===== src/rtl/irq_controller_pkg.sv =====
// Shared constants and types for the Peribus interrupt controller.
package irq_controller_pkg;

    // Peribus register slot map
    localparam logic [1:0] REG_ENABLE  = 2'd0;
    localparam logic [1:0] REG_PENDING = 2'd1;
    localparam logic [1:0] REG_STATUS  = 2'd2;
    localparam logic [1:0] REG_CTRL    = 2'd3;

    // STATUS register field positions (vector occupies the low VEC_W bits)
    localparam int unsigned STATUS_INSVC_BIT = 15;
    localparam int unsigned STATUS_IRQ_BIT   = 14;

    // CTRL register field positions
    localparam int unsigned CTRL_GLOBAL_EN_BIT = 0;

    // Controller handshake state
    typedef enum logic [1:0] {
        IDLE    = 2'd0,
        REQUEST = 2'd1,
        SERVICE = 2'd2
    } irqc_state_t;

endpackage


===== src/rtl/irq_priority_encoder.sv =====
// Combinational fixed-priority encoder: the lowest set request index wins.
module irq_priority_encoder #(
    parameter int unsigned WIDTH = 8,
    parameter int unsigned IDX_W = 4
) (
    input  logic [WIDTH-1:0] req,
    output logic             valid,
    output logic [IDX_W-1:0] index
);

    // Scan upward and latch the first set bit only
    always_comb begin
        valid = 1'b0;
        index = '0;
        for (int unsigned i = 0; i < WIDTH; i++) begin
            if (req[i] && !valid) begin
                valid = 1'b1;
                index = IDX_W'(i);
            end
        end
    end

endmodule


===== src/rtl/irq_controller.sv =====
// Peribus interrupt controller: masks level irqs, picks the lowest-index
// active source and runs a single-level request/ack/EOI handshake with the CPU.
module irq_controller
    import irq_controller_pkg::*;
#(
    parameter int unsigned NUM_SOURCES = 8,
    parameter int unsigned VEC_W       = 4
) (
    input  logic                   clock,
    input  logic                   reset,
    input  logic [1:0]             addr,
    input  logic [15:0]            write_data,
    input  logic                   write_en,
    input  logic                   read_en,
    input  logic                   chipselect,
    output logic [15:0]            read_data,
    input  logic [NUM_SOURCES-1:0] irq_in,
    output logic                   cpu_irq,
    output logic [VEC_W-1:0]       cpu_vector,
    input  logic                   cpu_ack,
    input  logic                   cpu_eoi
);

    logic [NUM_SOURCES-1:0] enable_q, enable_d;
    logic                   ctrl_en_q, ctrl_en_d;
    irqc_state_t            state_q, state_d;
    logic                   cpu_irq_q, cpu_irq_d;
    logic [VEC_W-1:0]       cpu_vector_q, cpu_vector_d;
    logic [15:0]            read_data_q, read_data_d;

    logic [NUM_SOURCES-1:0] pending;
    logic                   any_pending;
    logic [VEC_W-1:0]       winner;
    logic                   valid;
    logic                   bus_wr;
    logic                   bus_rd;
    logic                   status_wr;
    logic                   eoi;
    logic [15:0]            rd_value;
    logic                   unused_wdata;

    assign pending   = irq_in & enable_q;
    assign valid     = any_pending && ctrl_en_q;
    assign bus_wr    = chipselect && write_en;
    assign bus_rd    = chipselect && read_en;
    assign status_wr = bus_wr && (addr == REG_STATUS);
    // A STATUS write and a cpu_eoi pulse in the same cycle collapse into one EOI
    assign eoi       = cpu_eoi || status_wr;

    // Only the low NUM_SOURCES bits / CTRL bit 0 are stored; the rest are ignored
    assign unused_wdata = ^write_data;

    irq_priority_encoder #(
        .WIDTH (NUM_SOURCES),
        .IDX_W (VEC_W)
    ) u_prio (
        .req   (pending),
        .valid (any_pending),
        .index (winner)
    );

    // Register read multiplexer; unimplemented bits read as zero
    always_comb begin
        rd_value = '0;
        case (addr)
            REG_ENABLE:  rd_value[NUM_SOURCES-1:0] = enable_q;
            REG_PENDING: rd_value[NUM_SOURCES-1:0] = pending;
            REG_STATUS: begin
                rd_value[STATUS_INSVC_BIT] = (state_q == SERVICE);
                rd_value[STATUS_IRQ_BIT]   = cpu_irq_q;
                rd_value[VEC_W-1:0]        = cpu_vector_q;
            end
            REG_CTRL:    rd_value[CTRL_GLOBAL_EN_BIT] = ctrl_en_q;
            default:     rd_value = '0;
        endcase
    end

    // Register writes and the registered read-data path
    always_comb begin
        enable_d    = enable_q;
        ctrl_en_d   = ctrl_en_q;
        read_data_d = read_data_q;
        if (bus_wr && (addr == REG_ENABLE)) begin
            enable_d = write_data[NUM_SOURCES-1:0];
        end
        if (bus_wr && (addr == REG_CTRL)) begin
            ctrl_en_d = write_data[CTRL_GLOBAL_EN_BIT];
        end
        if (bus_rd) begin
            read_data_d = rd_value;
        end
    end

    // Request/ack/EOI handshake; in REQUEST an ack wins over a same-cycle loss of valid
    always_comb begin
        state_d      = state_q;
        cpu_irq_d    = cpu_irq_q;
        cpu_vector_d = cpu_vector_q;
        case (state_q)
            IDLE: begin
                if (valid) begin
                    state_d      = REQUEST;
                    cpu_irq_d    = 1'b1;
                    cpu_vector_d = winner;
                end
            end
            REQUEST: begin
                if (cpu_ack) begin
                    state_d   = SERVICE;
                    cpu_irq_d = 1'b0;
                end else if (!valid) begin
                    state_d   = IDLE;
                    cpu_irq_d = 1'b0;
                end else begin
                    cpu_vector_d = winner;
                end
            end
            SERVICE: begin
                cpu_irq_d = 1'b0;
                if (eoi) begin
                    state_d = IDLE;
                end
            end
            default: begin
                state_d   = IDLE;
                cpu_irq_d = 1'b0;
            end
        endcase
    end

    // State registers with synchronous active-high reset
    always_ff @(posedge clock) begin
        if (reset) begin
            enable_q     <= '0;
            ctrl_en_q    <= 1'b0;
            state_q      <= IDLE;
            cpu_irq_q    <= 1'b0;
            cpu_vector_q <= '0;
            read_data_q  <= '0;
        end else begin
            enable_q     <= enable_d;
            ctrl_en_q    <= ctrl_en_d;
            state_q      <= state_d;
            cpu_irq_q    <= cpu_irq_d;
            cpu_vector_q <= cpu_vector_d;
            read_data_q  <= read_data_d;
        end
    end

    assign read_data  = read_data_q;
    assign cpu_irq    = cpu_irq_q;
    assign cpu_vector = cpu_vector_q;

endmodule


===== config.mk =====
export PLATFORM = sky130hd
export DESIGN_NAME = irq_controller
export DESIGN_NICKNAME = d
export VERILOG_FILES = /design/src/rtl/irq_controller_pkg.sv /design/src/rtl/irq_priority_encoder.sv /design/src/rtl/irq_controller.sv
export SDC_FILE = /design/constraint.sdc
export NUM_CORES = 1
export LEC_CHECK = 0
export ABC_CLOCK_PERIOD_IN_PS = 1100
export CORE_MARGIN = 4
export CORE_UTILIZATION = 37
export DETAILED_ROUTE_END_ITERATION = 8
export HOLD_SLACK_MARGIN = 0.12
export PLACE_DENSITY = 0.86
export SKIP_CTS_REPAIR_TIMING = 1
export SLEW_MARGIN = 10
export SYNTH_ARGS = -nofsm -noshare
export SYNTH_HDL_FRONTEND = slang
export SYNTH_SLANG_ARGS = --single-unit

===== constraint.sdc =====
create_clock -name clock -period 1.1 [get_ports clock]
set_input_delay 0.275 -clock clock [delete_from_list [all_inputs] [get_ports clock]]
set_output_delay 0.275 -clock clock [all_outputs]
set_load 0.05 [all_outputs]

==> flow_metrics.env <==
export IMPL_fp_row_count=20
export IMPL_combPwrFrac_pct=21.0
export IMPL_wl_per_cell_microns=14.4
export IMPL_hold_slack_ns=0.289
export IMPL_fin_ws_ns=-0.121
export IMPL_critPathArrivalTime_ns=1.44
export IMPL_p_int_w=0.00121
export IMPL_viasPerCell=5.19
export IMPL_seq_power_share_pct=54.3
export IMPL_num_io_pins=54
export IMPL_synth_area_mux_share_pct=8.50
export IMPL_ys_seq_elements=25
export IMPL_outcome="complete, but fails checks"
export IMPL_post_route_period_util_pct=111
export IMPL_grt_use_total_pct=15.1
export IMPL_cts_root_buffer="clkbuf_4"
export IMPL_fmax_mhz=819
export IMPL_ys_seq_area_share_pct=42.0
export IMPL_die_area_sq_mm=0.00420
export IMPL_rsz0062_at_grt="true"
export IMPL_slew_violations=0
export IMPL_synth_simple_area_share_pct=21.0
export IMPL_setup_viol=18
export IMPL_violations="negative setup slack"
export IMPL_area_growth_pct=71.5
export IMPL_cts_buffer_depth=2
export IMPL_yosysTopAreaCell="dfxtp_1"
export IMPL_io_buffers=38
export IMPL_clkSinkCount=25
export IMPL_synth_flop_cell="dfxtp_1"
export IMPL_die_h_microns=64.8
export IMPL_nets=231
export IMPL_yosys_warnings=0
export IMPL_startpoint_type="flop"
export IMPL_path_clk_slew_ns=0.13
export IMPL_antenna_left=0
export IMPL_synth_cell_area_sq_mm=0.00119
export IMPL_min_period_ns=1.22
export IMPL_synth_xor_area_share_pct=0
export IMPL_drc=0
export IMPL_path_class="flop to flop"
export IMPL_hpwl_mm=2.57
export IMPL_grt_pass1_wl_mm=5.04
export IMPL_synth_compound_area_share_pct=21.1
export IMPL_hold_class="primary input to flop"
export IMPL_p_clk_share_pct=24.7
export IMPL_htreeDepth=1
export IMPL_synth_adder_area_share_pct=0
export IMPL_ys_types=36
export IMPL_synth_edff_count=0
export IMPL_hold_viol=0
export IMPL_grt_overflow_total=0
export IMPL_wl_mm=3.48
export IMPL_syn_inst=134
export IMPL_syn_avg_cell_area_sq_um=8.90
export IMPL_crit_required_ns=1.32
export IMPL_crit_path_end_kind="flop"
export IMPL_n_antenna_cell=0
export IMPL_power_density_mw_per_mm2=828
export IMPL_finClkSkew_ns=0.00325
export IMPL_drv_cap=0
export IMPL_cts_tree="done"
export IMPL_drive_gt1_share_pct=35.5
export IMPL_antenna_found_initial=0
export IMPL_insertion_delay_ns=0.32
export IMPL_cts_buffers=3
export IMPL_start_util_pct=38.7
export IMPL_firstDrtPassIters=4
export IMPL_synth_async_reset_ratio_pct=0
export IMPL_leakagePower_nw=0.897
export IMPL_first_iter_violations=70
export IMPL_ys_top_cells_by_area="dfxtp_1 (42%), mux2i_1 (7.6%), nor2_1 (5.7%), a21oi_1 (5.0%), nand2_1 (4.7%)"
export IMPL_globalplace_congestion=0.880
export IMPL_core_area_sq_mm=0.00308
export IMPL_die_w_microns=64.8
export IMPL_grt_max_degree=14
export IMPL_switching_share_pct=28.4
export IMPL_synth_top_area_share_pct=42.0
export IMPL_synth_top_family_by_area="compound AO/OA/AOI/OAI gates"
export IMPL_grt_pass1_vias=1121
export IMPL_cp_max_fo=4
export IMPL_max_vdd_ir_drop_v=0.000532
export IMPL_postLayoutCoreUtil_pct=66.4
export IMPL_via_count=1251
export IMPL_p_switching_w=0.000480
## area by class of cell
class	count	area (sq um)
Fill cell	238	1030
Timing Repair Buffer	62	746
Multi-Input combinational cell	103	671
Sequential cell	25	536
Tap cell	44	55.1
Clock buffer	4	26.3
Inverter	3	11.3
## metrics by stage
stage	cells	setup slack, ns	power [W]	setup TNS (ns)	area [sq um]
after floorplan	140	0.00266	0.00111	0	1220
after global placement	234	-0.555	0.00129	-11.67	1900
after detailed placement	234	-0.570	0.00129	-12.37	1900
after CTS	238	-0.225	0.00170	-4.72	1920
after global routing	241	-0.203	0.00176	-1.33	2040
final	241	-0.121	0.00169	-0.497	2040
## power by group through the flow
stage                     Sequential [W]  Combinational, W  Clock, W
after floorplan                 0.000966          0.000149         0
after global placement          0.000949          0.000339         0
after detailed placement        0.000950          0.000344         0
after CTS                       0.000930          0.000345  0.000422
after global routing            0.000920          0.000379  0.000458
final                           0.000918          0.000356  0.000418
## worst max-delay path: stages, from the launching register on
cell,delay [ns]
dfxtp_1,0.38
a22oi_2,0.24
nand4_1,0.22
a21oi_1,0.23
nor3_1,0.06
## cells in the mapped netlist, types with 2 or more instances
cell and n:
a311oi_1 2, o211ai_1 2, nand4_1 3, mux2i_1 9, o2111a_1 5, nor2_1 18
a32o_1 2, dfxtp_1 25, inv_1 3, a21oi_1 12, nor2b_1 2, buf_4 7
nand3b_1 2, a22oi_1 4, nand3_1 3, nand2_1 15
## logic make-up (layout without fill, tap and decap cells)
group,Yosys count,count (layout)
AO/OA/AOI/OAI,34,34
multiplexers,10,10
AND/OR/NAND/NOR,51,52
other,1,7
buffers and inverters,13,69
flip-flops,25,25
## flip-flops by register name, summed over array words and instances, names as in the netlist
signal      count
state_q         2
enable_q        8
read_data      10
cpu_vector      3
ctrl_en_q       1
cpu_irq         1
## metal layers
metal	vias up	share of wire [%]	global-route usage, %
li1	602	-	-
met1	592	42	18.9
met2	49	50	26.3
met3	8	6.0	2.60
met4	0	1.9	4.49
met5	-	0	0
## cell usage in the layout (no fill, tap or decap), types with 2 or more instances in the layout
master	count
nand4_1	3
a32o_1	2
buf_12	15
a311oi_1	2
o211ai_1	2
nor2_1	18
nand2_1	14
clkdlybuf4s50_1	11
nand3_1	3
a22oi_2	4
nand2_2	2
dfxtp_2	10
o2111a_1	5
buf_4	23
nand3b_1	2
dfxtp_4	6
mux2i_1	9
conb_1	7
dfxtp_1	9
clkbuf_4	3
inv_1	3
a21oi_1	12
dlymetal6s2s_1	13
## worst paths after layout
| kind | start | to | slack, ns | cells after the start |
|---|---|---|---|---|
| min reg2reg | read_data[15]$_SDFFE_PP0P_ | read_data[15]$_SDFFE_PP0P_ | 0.49 | 2 |
| max reg2reg | enable_q[1]$_SDFFE_PP0P_ | cpu_vector[0]$_SDFFE_PP0P_ | -0.12 | 4 |
| max | enable_q[1]$_SDFFE_PP0P_ | cpu_vector[0]$_SDFFE_PP0P_ | -0.12 | 4 |
| min | cpu_ack | state_q[1]$_SDFFE_PP0P_ | 0.29 | 3 |
Note: power is estimated with default switching activity, not from simulation.
